`src/rtl/sdp_ram_clr_if.sv`:
```
// Port bundle for sdp_ram_clr: write port, read port and the busy/valid status.
// master drives requests; slave is the RAM.
interface sdp_ram_clr_if #(
  parameter int ADDR_WIDTH = 6,
  parameter int DATA_WIDTH = 8,
  parameter int BYTE_WIDTH = 4
);
  localparam int LANES = DATA_WIDTH / BYTE_WIDTH;

  logic                  write_en;
  logic [ADDR_WIDTH-1:0] waddr;
  logic [LANES-1:0]      wbe;
  logic [DATA_WIDTH-1:0] din;
  logic                  read_en;
  logic [ADDR_WIDTH-1:0] raddr;
  logic [DATA_WIDTH-1:0] dout;
  logic                  dout_valid;
  logic                  busy;

  modport master (
    output write_en, waddr, wbe, din, read_en, raddr,
    input  dout, dout_valid, busy
  );

  modport slave (
    input  write_en, waddr, wbe, din, read_en, raddr,
    output dout, dout_valid, busy
  );
endinterface

```
`src/rtl/sdp_ram_clr.sv`:
```
// Simple dual-port RAM with lane write enables, 1- or 2-cycle registered read,
// selectable read-during-write behaviour and a post-reset zero-fill sequencer.
module sdp_ram_clr #(
  parameter int ADDR_WIDTH     = 6,
  parameter int DATA_WIDTH     = 8,
  parameter int BYTE_WIDTH     = 4,
  parameter int READ_LATENCY   = 1,
  parameter int RDW_MODE       = 0,
  parameter int CLEAR_ON_RESET = 1
) (
  input logic          clk,
  input logic          rst,
  sdp_ram_clr_if.slave bus
);
  localparam int DEPTH = 1 << ADDR_WIDTH;
  localparam int LANES = DATA_WIDTH / BYTE_WIDTH;

  typedef enum logic [0:0] {
    ST_CLEAR = 1'b0,
    ST_READY = 1'b1
  } state_e;

  state_e                state_q, state_d;
  logic [ADDR_WIDTH-1:0] clr_addr_q, clr_addr_d;
  logic                  busy_s;
  logic                  wr_go_s;
  logic                  rd_go_s;
  logic [ADDR_WIDTH-1:0] wr_addr_s;
  logic [LANES-1:0]      wr_lane_s;
  logic [DATA_WIDTH-1:0] wr_data_s;
  logic [DATA_WIDTH-1:0] rd_word_s;
  logic [DATA_WIDTH-1:0] s1_data_q, s1_data_d;
  logic [DATA_WIDTH-1:0] s2_data_q, s2_data_d;
  logic                  s1_valid_q, s1_valid_d;
  logic                  s2_valid_q, s2_valid_d;
  logic [DATA_WIDTH-1:0] mem_q [DEPTH];

  function automatic logic [DATA_WIDTH-1:0] merge_lanes(
    input logic [DATA_WIDTH-1:0] old_word,
    input logic [DATA_WIDTH-1:0] new_word,
    input logic [LANES-1:0]      lane_en
  );
    logic [DATA_WIDTH-1:0] res;
    for (int l = 0; l < LANES; l++) begin
      if (lane_en[l]) begin
        res[l*BYTE_WIDTH +: BYTE_WIDTH] = new_word[l*BYTE_WIDTH +: BYTE_WIDTH];
      end else begin
        res[l*BYTE_WIDTH +: BYTE_WIDTH] = old_word[l*BYTE_WIDTH +: BYTE_WIDTH];
      end
    end
    return res;
  endfunction

  always_ff @(posedge clk) begin
    if (rst) begin
      if (CLEAR_ON_RESET != 0) begin
        state_q <= ST_CLEAR;
      end else begin
        state_q <= ST_READY;
      end
      clr_addr_q <= {ADDR_WIDTH{1'b0}};
    end else begin
      state_q    <= state_d;
      clr_addr_q <= clr_addr_d;
    end
  end

  always_comb begin
    state_d    = state_q;
    clr_addr_d = clr_addr_q;
    case (state_q)
      ST_CLEAR: begin
        clr_addr_d = clr_addr_q + ADDR_WIDTH'(1);
        if (clr_addr_q == {ADDR_WIDTH{1'b1}}) begin
          state_d = ST_READY;
        end else begin
          state_d = ST_CLEAR;
        end
      end
      ST_READY: state_d = ST_READY;
      default:  state_d = ST_CLEAR;
    endcase
  end

  // Clear owns the write port while busy; rst suppresses any array update or read issue.
  always_comb begin
    busy_s    = 1'b0;
    wr_go_s   = 1'b0;
    rd_go_s   = 1'b0;
    wr_addr_s = bus.waddr;
    wr_lane_s = bus.wbe;
    wr_data_s = bus.din;
    case (state_q)
      ST_CLEAR: begin
        busy_s    = 1'b1;
        wr_go_s   = !rst;
        wr_addr_s = clr_addr_q;
        wr_lane_s = {LANES{1'b1}};
        wr_data_s = {DATA_WIDTH{1'b0}};
      end
      ST_READY: begin
        wr_go_s = bus.write_en & !rst;
        rd_go_s = bus.read_en & !rst;
      end
      default: busy_s = 1'b1;
    endcase
  end

  always_ff @(posedge clk) begin
    if (wr_go_s) begin
      for (int l = 0; l < LANES; l++) begin
        if (wr_lane_s[l]) begin
          mem_q[wr_addr_s][l*BYTE_WIDTH +: BYTE_WIDTH] <= wr_data_s[l*BYTE_WIDTH +: BYTE_WIDTH];
        end
      end
    end
  end

  // Write-first mode bypasses the enabled lanes of a same-address write into the read.
  always_comb begin
    if ((RDW_MODE != 0) && wr_go_s && (wr_addr_s == bus.raddr)) begin
      rd_word_s = merge_lanes(mem_q[bus.raddr], wr_data_s, wr_lane_s);
    end else begin
      rd_word_s = mem_q[bus.raddr];
    end
  end

  always_comb begin
    s1_valid_d = rd_go_s;
    s2_valid_d = s1_valid_q;
    if (rd_go_s) begin
      s1_data_d = rd_word_s;
    end else begin
      s1_data_d = s1_data_q;
    end
    if (s1_valid_q) begin
      s2_data_d = s1_data_q;
    end else begin
      s2_data_d = s2_data_q;
    end
  end

  always_ff @(posedge clk) begin
    if (rst) begin
      s1_data_q  <= {DATA_WIDTH{1'b0}};
      s2_data_q  <= {DATA_WIDTH{1'b0}};
      s1_valid_q <= 1'b0;
      s2_valid_q <= 1'b0;
    end else begin
      s1_data_q  <= s1_data_d;
      s2_data_q  <= s2_data_d;
      s1_valid_q <= s1_valid_d;
      s2_valid_q <= s2_valid_d;
    end
  end

  assign bus.busy       = busy_s;
  assign bus.dout       = (READ_LATENCY == 2) ? s2_data_q : s1_data_q;
  assign bus.dout_valid = (READ_LATENCY == 2) ? s2_valid_q : s1_valid_q;

endmodule

```
`src/flat_wrapper.sv`:
```
// flat-port wrapper written by rule: the top's interface ports become plain ports
module sdp_ram_clr_flat 
#(
  parameter int ADDR_WIDTH     = 6,
  parameter int DATA_WIDTH     = 8,
  parameter int BYTE_WIDTH     = 4,
  parameter int READ_LATENCY   = 1,
  parameter int RDW_MODE       = 0,
  parameter int CLEAR_ON_RESET = 1
)
  (clk, rst, bus_write_en, bus_waddr, bus_wbe, bus_din, bus_read_en, bus_raddr, bus_dout, bus_dout_valid, bus_busy);
  sdp_ram_clr_if #(.ADDR_WIDTH(ADDR_WIDTH), .DATA_WIDTH(DATA_WIDTH), .BYTE_WIDTH(BYTE_WIDTH)) bus_i ();
  input logic clk;
  input logic rst;
  input wire logic [$bits(bus_i.write_en)-1:0] bus_write_en;
  input wire logic [$bits(bus_i.waddr)-1:0] bus_waddr;
  input wire logic [$bits(bus_i.wbe)-1:0] bus_wbe;
  input wire logic [$bits(bus_i.din)-1:0] bus_din;
  input wire logic [$bits(bus_i.read_en)-1:0] bus_read_en;
  input wire logic [$bits(bus_i.raddr)-1:0] bus_raddr;
  output wire logic [$bits(bus_i.dout)-1:0] bus_dout;
  output wire logic [$bits(bus_i.dout_valid)-1:0] bus_dout_valid;
  output wire logic [$bits(bus_i.busy)-1:0] bus_busy;
  assign bus_i.write_en = bus_write_en;
  assign bus_i.waddr = bus_waddr;
  assign bus_i.wbe = bus_wbe;
  assign bus_i.din = bus_din;
  assign bus_i.read_en = bus_read_en;
  assign bus_i.raddr = bus_raddr;
  assign bus_dout = bus_i.dout;
  assign bus_dout_valid = bus_i.dout_valid;
  assign bus_busy = bus_i.busy;
  sdp_ram_clr #(.ADDR_WIDTH(ADDR_WIDTH), .DATA_WIDTH(DATA_WIDTH), .BYTE_WIDTH(BYTE_WIDTH), .READ_LATENCY(READ_LATENCY), .RDW_MODE(RDW_MODE), .CLEAR_ON_RESET(CLEAR_ON_RESET)) u_core (.clk(clk), .rst(rst), .bus(bus_i));
endmodule
```
`config.mk`:
```
export PLATFORM = sky130hd
export DESIGN_NAME = sdp_ram_clr_flat
export DESIGN_NICKNAME = d
export VERILOG_FILES = /design/src/rtl/sdp_ram_clr_if.sv /design/src/rtl/sdp_ram_clr.sv /design/src/flat_wrapper.sv
export SDC_FILE = /design/constraint.sdc
export NUM_CORES = 1
export LEC_CHECK = 0
export BUFFER_PORTS_ARGS = -buffer_cell sky130_fd_sc_hd__clkbuf_2
export CORE_MARGIN = 5
export CORE_UTILIZATION = 40
export DETAILED_ROUTE_END_ITERATION = 10
export PLACE_DENSITY = 0.56
export SLEW_MARGIN = 20
export SYNTH_ARGS = -nofsm -noshare
export SYNTH_HDL_FRONTEND = slang
export SYNTH_SLANG_ARGS = --single-unit
```
`constraint.sdc`:
```
create_clock -name clk -period 3 [get_ports clk]
set_clock_uncertainty 0.15 [all_clocks]
set_input_delay 0.3 -clock clk [delete_from_list [all_inputs] [get_ports clk]]
set_output_delay 0.3 -clock clk [all_outputs]
set_load 0.05 [all_outputs]
```
Word-level counts from Yosys, hierarchy flattened:

Memory sizes are Yosys's and may differ from the RTL's. A register that Yosys moved wholly into a read port is not among the register bits.
Cells that the tools add are included.

* register bits after elaboration: 8
* RAM bits: 512
* input port bits: 26
* word-level logic and storage cells: 24
* memories kept: 1

* add/sub/neg operators: 1
* equal/unequal tests: 1
* mux-type cells: 14
* bitwise operators: 3
* reductions and logical operators: 1

Memory list
* u_core.mem_q: words 64, bits a word 8, read ports 1, clocked after memory_dff 1, wr ports 1, RTL line sdp_ram_clr.sv:36 `logic [DATA_WIDTH-1:0] mem_q [DEPTH];`

Operators with widths (count)
* $mux W1: 9
* $mux W8: 1
* $add A6 B1 Y6 const B: 1
* $eq A6 B6 Y1 const B: 1
* $mux W6: 1
* $pmux W1 S2: 2
* $and A1 B1 Y1: 2
* $mux W2: 1
* $logic_not A1 Y1: 1
* $not A1 Y1: 1

Logic depth before layout (Yosys ltp):

Gate-level depths: netlist (run 1).

* depth after elaboration: 5
* gate-level depth with buffers: 9
* gate-level depth less buffers: 5

Worst setup path after synthesis (run 1):

OpenSTA, ideal clock, no wires.

* path kind: register to register
* start: register u_core.state_q
* end: memory u_core.mem_q[0][0], enable pin
* library setup time: 330 ps
* arrival time: 1921 ps
* required time: 2520 ps
* setup slack: 599 ps
* stages on the path, launching flop included: 6
* buffers on the path: 1
* clock period less this slack: 2401 ps
* path through: dfxtp_1 > clkbuf_1 > inv_1 > o31ai_1 > nand2_1 > nor2_1

* longest elaborated chain between the ends: 4
* elaborated cells between the ends (all ways): 7

Ends and longest elaborated chain
* start, declared: RTL line sdp_ram_clr.sv:23 `state_e state_q, state_d;`
* start signal, assigned: RTL line sdp_ram_clr.sv:63 `state_q <= state_d;`
* $not A1 Y1 / $mux W2 (equally long branches): RTL line sdp_ram_clr.sv:93 `case (state_q)`
* $pmux W1 S2 / $mux W1 (equally long branches): RTL line sdp_ram_clr.sv:93, sdp_ram_clr.sv:112
* $mux W1: RTL line sdp_ram_clr.sv:110 `if (wr_go_s) begin`
* $mux W1 (implied by the code): RTL line sdp_ram_clr.sv:113 `mem_q[wr_addr_s][l*BYTE_WIDTH +: BYTE_WIDTH] <= wr_data_s[l*BYTE_WIDTH +: BYTE_WIDTH];`
* end, declared: RTL line sdp_ram_clr.sv:36

Parallel ways exist; a longest one is shown, timed or not.

Worst setup path after layout (run 1):

* start: register u_core.state_q
* end: memory u_core.mem_q[25][7], enable pin

The elaborated chain is that of the path after synthesis.

==> results of run 1 <==
[worst max-delay path, cell delays in order, from the launching register on]
cell     delay (ns)
dfxtp_1        0.56
buf_4          0.29
nor2b_1        0.11
a21o_1         0.18
nor2_1         0.13
nand2_1        0.07
buf_4          0.26
nor2_1         0.43
[flip-flops by register name, indices dropped and copies added, names as in the netlist]
signal,count
u_core.bus.dout,8
u_core.clr_addr_q,6
u_core.state_q,1
u_core.mem_q,512
u_core.bus.dout_valid,1
[kinds of logic (layout without fill, tap and decap cells)]
logic type	after synthesis	after routing	synth area share [%]
compound gates	73	73	2.44
xor+xnor	4	4	0.167
fa+ha+maj	1	1	0.0595
buf+inv	62	221	1.43
flops	528	528	74.7
mux	196	196	15.7
simple gates	271	271	5.50
[worst paths after layout]
kind,startpoint,endpoint
worst max-delay path,u_core.state_q,u_core.mem_q[25][7]
worst min register to register,u_core.clr_addr_q[5],u_core.clr_addr_q[5]
worst max register to register,u_core.state_q,u_core.mem_q[25][7]
worst min-delay path,bus_din[0],u_core.mem_q[54][0]
[synth_stat cells]
| cell type | count | area, µm² |
|---|---|---|
| a32oi_1 | 1 | 8.76 |
| nand2_1 | 61 | 229 |
| nand4b_1 | 1 | 8.76 |
| a21o_1 | 1 | 7.51 |
| nor2b_1 | 5 | 31.3 |
| o21ai_0 | 3 | 15.0 |
| nor3b_1 | 1 | 7.51 |
| a22oi_1 | 21 | 158 |
| a211oi_1 | 1 | 7.51 |
| o211ai_1 | 7 | 52.6 |
| xor2_1 | 2 | 17.5 |
| and2_1 | 9 | 56.3 |
| a221o_1 | 7 | 70.1 |
| or3_1 | 3 | 18.8 |
| and2b_1 | 1 | 7.51 |
| a32o_1 | 1 | 10.0 |
| nand4_1 | 11 | 68.8 |
| clkbuf_1 | 28 | 105 |
| ha_1 | 1 | 12.5 |
| nor3_1 | 3 | 15.0 |
| mux4_2 | 105 | 2360 |
| nor2_2 | 1 | 6.26 |
| buf_4 | 3 | 22.5 |
| buf_6 | 4 | 45.0 |
| nand3_1 | 26 | 130 |
| edfxtp_1 | 512 | 15400 |
| nor2_1 | 143 | 537 |
| buf_2 | 22 | 110 |
| xnor2_1 | 2 | 17.5 |
| o2bb2ai_1 | 1 | 8.76 |
| nand2b_1 | 2 | 12.5 |
| dfxtp_1 | 16 | 320 |
| o221ai_1 | 4 | 35.0 |
| o22ai_1 | 1 | 6.26 |
| o32ai_1 | 1 | 8.76 |
| and3b_1 | 1 | 8.76 |
| mux2_2 | 23 | 259 |
| buf_1 | 2 | 7.51 |
| o31ai_1 | 2 | 15.0 |
| inv_1 | 3 | 11.3 |
| or2_2 | 3 | 18.8 |
| mux2i_1 | 68 | 681 |
| a21oi_1 | 22 | 110 |
[layer usage]
| layer | vias up | track usage [%] |
|---|---|---|
| met1 | 5654 | 24.3 |
| met3 | 63 | 2.98 |
| met5 | - | 0 |
| met4 | 0 | 4.65 |
| met2 | 275 | 28.4 |
| li1 | 4773 | - |
[placed cells by master (no fill, tap or decap), types with 2 or more instances in the layout]
cell type,n
a22oi_1,21
clkbuf_8,6
and2_2,8
o21ai_0,3
mux2_2,23
or3_1,3
nor2b_1,5
nand2_1,61
nand4_1,11
edfxtp_1,512
dfxtp_1,16
buf_12,16
dlygate4sd3_1,3
mux2i_1,68
o31ai_1,2
xnor2_1,2
nor3_1,3
nand3_1,26
nand2b_1,2
clkbuf_2,33
or2_2,3
clkbuf_16,57
a21oi_1,22
clkinv_2,10
a221o_1,7
bufinv_16,3
clkbuf_1,15
o211ai_1,7
buf_4,64
xor2_1,2
mux4_2,105
clkinv_1,9
buf_6,2
o221ai_1,4
nor2_1,143
inv_1,3
[per-stage QoR]
| step | hold slack (ns) | cells | worst slack [ns] | power [mW] |
|---|---|---|---|---|
| after detailed placement | 0.378 | 1879 | 0.146 | 8.81 |
| after floorplan | 0.300 | 1135 | 0.599 | 8.56 |
| after CTS | 0.216 | 1982 | 0.421 | 15.3 |
| after global routing | 0.233 | 1982 | 0.228 | 15.7 |
| final | 0.226 | 1982 | 0.441 | 15.2 |
| after global placement | 0.375 | 1879 | 0.166 | 8.80 |
[power by group through the flow]
stage / logic, mW / clock network (mW) / registers, mW
5_1_grt: 0.689 / 7.00 / 8.00
6_report: 0.648 / 6.54 / 8.00
4_1_cts: 0.658 / 6.67 / 8.00
3_5_place_dp: 0.652 / 0 / 8.16
3_3_place_gp: 0.647 / 0 / 8.15
2_1_floorplan: 0.408 / 0 / 8.15
[area by class of cell]
class | instances | share of cell area, %
clock buffers | 78 | 6.43
clock inverters | 22 | 0.714
inverters | 3 | 0.0462
multi-input cells | 545 | 20.7
flip-flops and latches | 528 | 64.4
well taps | 688 | 3.53
repair buffers | 118 | 4.18
[repair_timing]
action                     4_1_cts  5_1_grt
setup endpoints to repair        0        0
hold buffers                     3        0
hold endpoints to repair         9        0
==> metrics, run 1 <==
outcome=completed; Synth cell types=43; Setup TNS Final=0 ns; met1 WL=21800 µm; Final min period=2.56 ns; clk buf depth=3; met3 routed WL=2540 µm; Flop pwr share=52.7%; via/cell ratio=5.43; number of max-cap violations=0; Die Width=239 µm; Avg Cell Area, Syn=18.5 µm²; core area=0.0523 mm²; Die Ht=239 µm; vias in the first global route=11200; register area=0.0157 mm²; Tightest Pin Transition=0.971 ns; Worst VDD drop=362 µV; CP Capture Type=flop; worst skew pair latency=0.59 ns; CTS tree=built; f_max=391 MHz; Synth warnings=0; crit path max fanout=16; Final Util=46.5%; Crit Path Class=reg -> reg; Sw Share=20.1%; critical path data required time=3.09 ns; Root Buffer=clkbuf_16; total track usage=17.3%; Final Max Slew Viols=0; net count after synthesis=1162; metal2 WL=24000 µm; largest net degree at the start of global routing=65; DRT iter0 DRCs=1039; Final Cycle Share=85.3%; IO Pins=36; # diodes=0; hold path cells=3; register area share after synthesis=74.7%; final-layout fill cell count=4444; first-pass GRT wire length=73100 µm; Hold WC Path Type=in -> reg; post-CTS setup buffer count=0; Static Leak=8.32 nW; clk slew on worst S/H paths=0.06 ns; routed wire length=49400 µm; post-synthesis cell count=1135; Layout area overhead=15.9%; Fin. Hold Viols=0; initial antenna violation count=0; WL per Instance=24.9 µm; placer congestion estimate=0.823; clock share of power=43.0%; DP HPWL=32000 µm; share of cells above drive strength 1=25.6%; IO Port Bufs=35; worst path arrival time=2.65 ns; cell row count=84; CTS sink cnt=528; Initial Utilization=40.2%; Worst R2R Setup Slack=0.44 ns; RSZ-0062 raised after global routing=no; grt ovf=0; placed inst area=0.0226 mm²; crit path launch type=flop; internal power=12.1 mW; Post-CTS Resized=0; flops & latches, synth=528; uppermost routed layer=met4; Post-Syn Area=0.0210 mm²; area of the multi-input gates=0.00503 mm²; Pwr Density=623 mW/mm²; # DRC=0; # H-tree levels=2; first drt pass iteration count=5; Logic pwr share=4.3%; die area=0.0572 mm²; DRT antenna net count=0; post-route cell area=0.0244 mm²; via count=10800; number of setup violations in the final report=0; slew margin rel.=35.3%; Psw=3.06 mW; number of buffers created by CTS=54; fin nets=1277; cells on worst reg2reg path=7
Power figures use the tool's default switching activity.
==> run 2: changes to the inputs <==
Settings changed: ABC_AREA set to 1, GPL_TIMING_DRIVEN set to 0.
==> run 2 against run 1 <==
  * The run now ends with setup timing left
  * Critical path depth shrank 2
  * Utilization shrank 0.28 points
  * Synthesized area grew 6.0%
  * Routed wire length grew 54%
  * Final area grew 4.6%
  * Sequential power is essentially flat
  * Count of clock-buffer cells in the layout shrank 9
  * Sequential share of layout area shrank 2.8 points
  * Power grew 5.1%
  * Critical path type unchanged
  * Critical endpoint is now u_core.mem_q[42][7]
  * Largest cell class unchanged
  * Highest routed layer is now met5
==> metrics, run 2 <==
outcome=finished with violations; failing checks=setup timing; Layout Cells excl Fill=2910 (+47%); Pwr Density=626 mW/mm² (+0.47%); Layout area overhead=14.3%; crit path max fanout=10 (-6); IO Port Bufs=31 (-11%); cell row count=86 (+2.4%); placed inst area=0.0236 mm² (+4.6%); CTS tree=built; via count=16400 (+52%); WL per Instance=26.2 µm (+5.1%); first-pass GRT wire length=107000 µm (+47%); die area=0.0605 mm² (+5.8%); DRT antenna net count=0 (unchanged); Sw Share=23.1% (+2.9 points); Flop pwr share=50.1% (-2.6 points); Tightest Pin Transition=1.14 ns (+0.171 ns); routed wire length=76200 µm (+54%); Final Max Slew Viols=0 (unchanged); Total Power=16.0 mW (+5.1%); worst path arrival time=3.20 ns (+0.55 ns); Synth warnings=0 (unchanged); share of cells above drive strength 1=10.9% (-15 points); Avg Cell Area, Syn=11.1 µm² (-40%); Post-synth top cells=nand2_1, edfxtp_1, nand3_1; fin worst setup slack=-0.0796 ns (-0.521 ns); fin nets=2145 (+68%); clk slew on worst S/H paths=0.06 ns (about the same); Setup TNS Final=-1.62 ns (-1.62 ns); Die Width=246 µm (+2.8%); Post-synth EDFFs=512 (unchanged); Area contributors post-synth=edfxtp_1, nand2_1, nand3_1; IO Pins=36 (unchanged); final-layout fill cell count=5106 (+15%); number of setup violations in the final report=52 (+52); flops & latches, synth=528 (unchanged); Static Leak=9.52 nW (+14%); Worst VDD drop=531 µV (+46%); Crit Path Class=reg -> reg; Die Ht=246 µm (+2.8%); Cell Count Post-Placement=2804 (+49%); register area=0.0157 mm² (unchanged); Psw=3.68 mW (+20%); # diodes=0 (unchanged); max reg flops=512 (unchanged); via/cell ratio=5.63 (+3.7%); asr flop ratio synth=0% (unchanged); Logic pwr share=6.5% (+2.2 points); clock share of power=43.4% (+0.4 points); Synth cell types=27 (-37%); Reg with most FFs=u_core.mem_q; clk buf depth=3 (unchanged); internal power=12.3 mW (+1.3%); RSZ-0062 raised after global routing=yes; Initial Utilization=40.5% (+0.29 points); commonest cells after routing, fill and taps aside=nand2_1, edfxtp_1, nand3_1, nor2_1, clkbuf_16; Final Cycle Share=103% (+17 points); most common cell in the netlist=nand2_1; area of the multi-input gates=0.00576 mm² (+15%); Fin. Hold Viols=0 (unchanged); number of max-cap violations=0 (unchanged); post-CTS setup buffer count=0 (unchanged); first drt pass iteration count=6 (+1); largest net degree at the start of global routing=59 (-9.2%); Root Buffer=clkbuf_16; placer congestion estimate=1.00 (+21%); critical path data required time=3.12 ns (+0.03 ns); Hold WC Path Type=in -> reg; commonest non-fill, non-tap cell in the layout=nand2_1; f_max=325 MHz (-17%); post-synth top area cell=edfxtp_1; # H-tree levels=2 (unchanged); CP Capture Type=flop; post-synthesis cell count=2016 (+78%); initial antenna violation count=1 (+1); worst skew pair latency=0.62 ns (+0.03 ns); grt ovf=0 (unchanged); CTS sink cnt=528 (unchanged); DRT iter0 DRCs=2095 (+100%); Yosys top cell area share=69.0% (-4.2 points); crit path launch type=flop; slew margin rel.=23.9% (-11 points); Post-Syn Area=0.0223 mm² (+6.0%); # DRC=0 (unchanged); number of buffers created by CTS=54 (unchanged); Final min period=3.08 ns (+0.521 ns); register area share after synthesis=70.4% (-4.2 points); vias in the first global route=15300 (+37%); DP HPWL=52700 µm (+65%); total track usage=24.7% (+7.4 points); net count after synthesis=2043 (+76%); post-route cell area=0.0255 mm² (+4.6%); core area=0.0551 mm² (+5.3%); Top FF cell, synth=edfxtp_1
-- run 2: cell types whose count changed in the layout (fill, tap and decap cells not counted), moves of 18 or more --
cell,before,now
mux2_2,23,0
a22oi_1,21,0
nand2_1,61,684
clkbuf_1,15,36
buf_6,2,22
mux4_2,105,0
mux2i_1,68,0
buf_4,64,11
a21oi_1,22,4
nand3_1,26,474
buf_2,0,54
-- run 2: repair_timing --
action                                  CTS  global route
gates resized for setup                   1             9
endpoints found under the hold margin    50             0
endpoints found under the setup margin    4            89
hold buffers                              6             0
-- run 2: final timing paths --
| check | startpoint | endpoint | slack (ns) | cells after the start |
|---|---|---|---|---|
| worst max-delay path | u_core.state_q | u_core.mem_q[42][7] | -0.08 | 5 |
| worst min-delay path | bus_din[2] | u_core.mem_q[32][2] | 0.02 | 3 |
| worst max register to register | u_core.state_q | u_core.mem_q[42][7] | -0.08 | 5 |
| worst min register to register | u_core.bus.dout[0] | u_core.bus.dout[0] | 0.32 | 2 |
-- run 2: cell families (layout without fill, tap and decap cells) --
| group | count (synthesis) | after routing | synth area share, % |
|---|---|---|---|
| simple gates | 1320 | 1320 | 25.2 |
| buf+inv | 152 | 298 | 3.80 |
| fa+ha+maj | 1 | 1 | 0.0561 |
| compound gates | 15 | 15 | 0.489 |
| flops | 528 | 528 | 70.4 |
-- run 2: layout make-up --
type / instances / area share (%)
clock buffers: 69 / 5.77
multi-input cells: 1336 / 22.6
well taps: 748 / 3.67
inverters: 27 / 0.486
flip-flops and latches: 528 / 61.6
clock inverters: 31 / 1.22
plain buffers: 125 / 2.93
repair buffers: 46 / 1.71
-- run 2: per-layer routing --
layer | global-route usage [%] | vias to the layer above | wire length (µm)
met3 | 4.79 | 182 | 7180
met4 | 9.58 | 2 | 3290
met2 | 38.3 | 893 | 34200
met5 | 0 | - | 7
li1 | - | 7208 | -
met1 | 34.8 | 8105 | 31500
-- run 2: metrics by stage --
step	util (%)	hold WS (ns)	setup WS [ns]
finish	46.3	0.0239	-0.0796
global route	46.3	0.0205	-0.0507
CTS	46.2	0.00180	0.0166
detailed placement	42.9	0.312	-0.0525
global placement	42.4	0.312	-0.540
floorplan	-	0.219	0.971
-- run 2: critical path, cell delays in order (launching register included) --
cell	delay (ns)
dfxtp_1	0.34
inv_1	0.08
buf_2	0.19
o21ai_2	0.78
clkbuf_1	0.79
nor2_1	0.38
-- run 2: power groups by stage --
stage                     registers, mW  clock network [mW]  logic [mW]
after detailed placement           8.15                   0       0.998
final                              8.00                6.92        1.04
after global routing               7.99                7.27        1.08
after global placement             8.15                   0       0.990
after CTS                          8.00                6.95        1.01
after floorplan                    8.15                   0       0.549
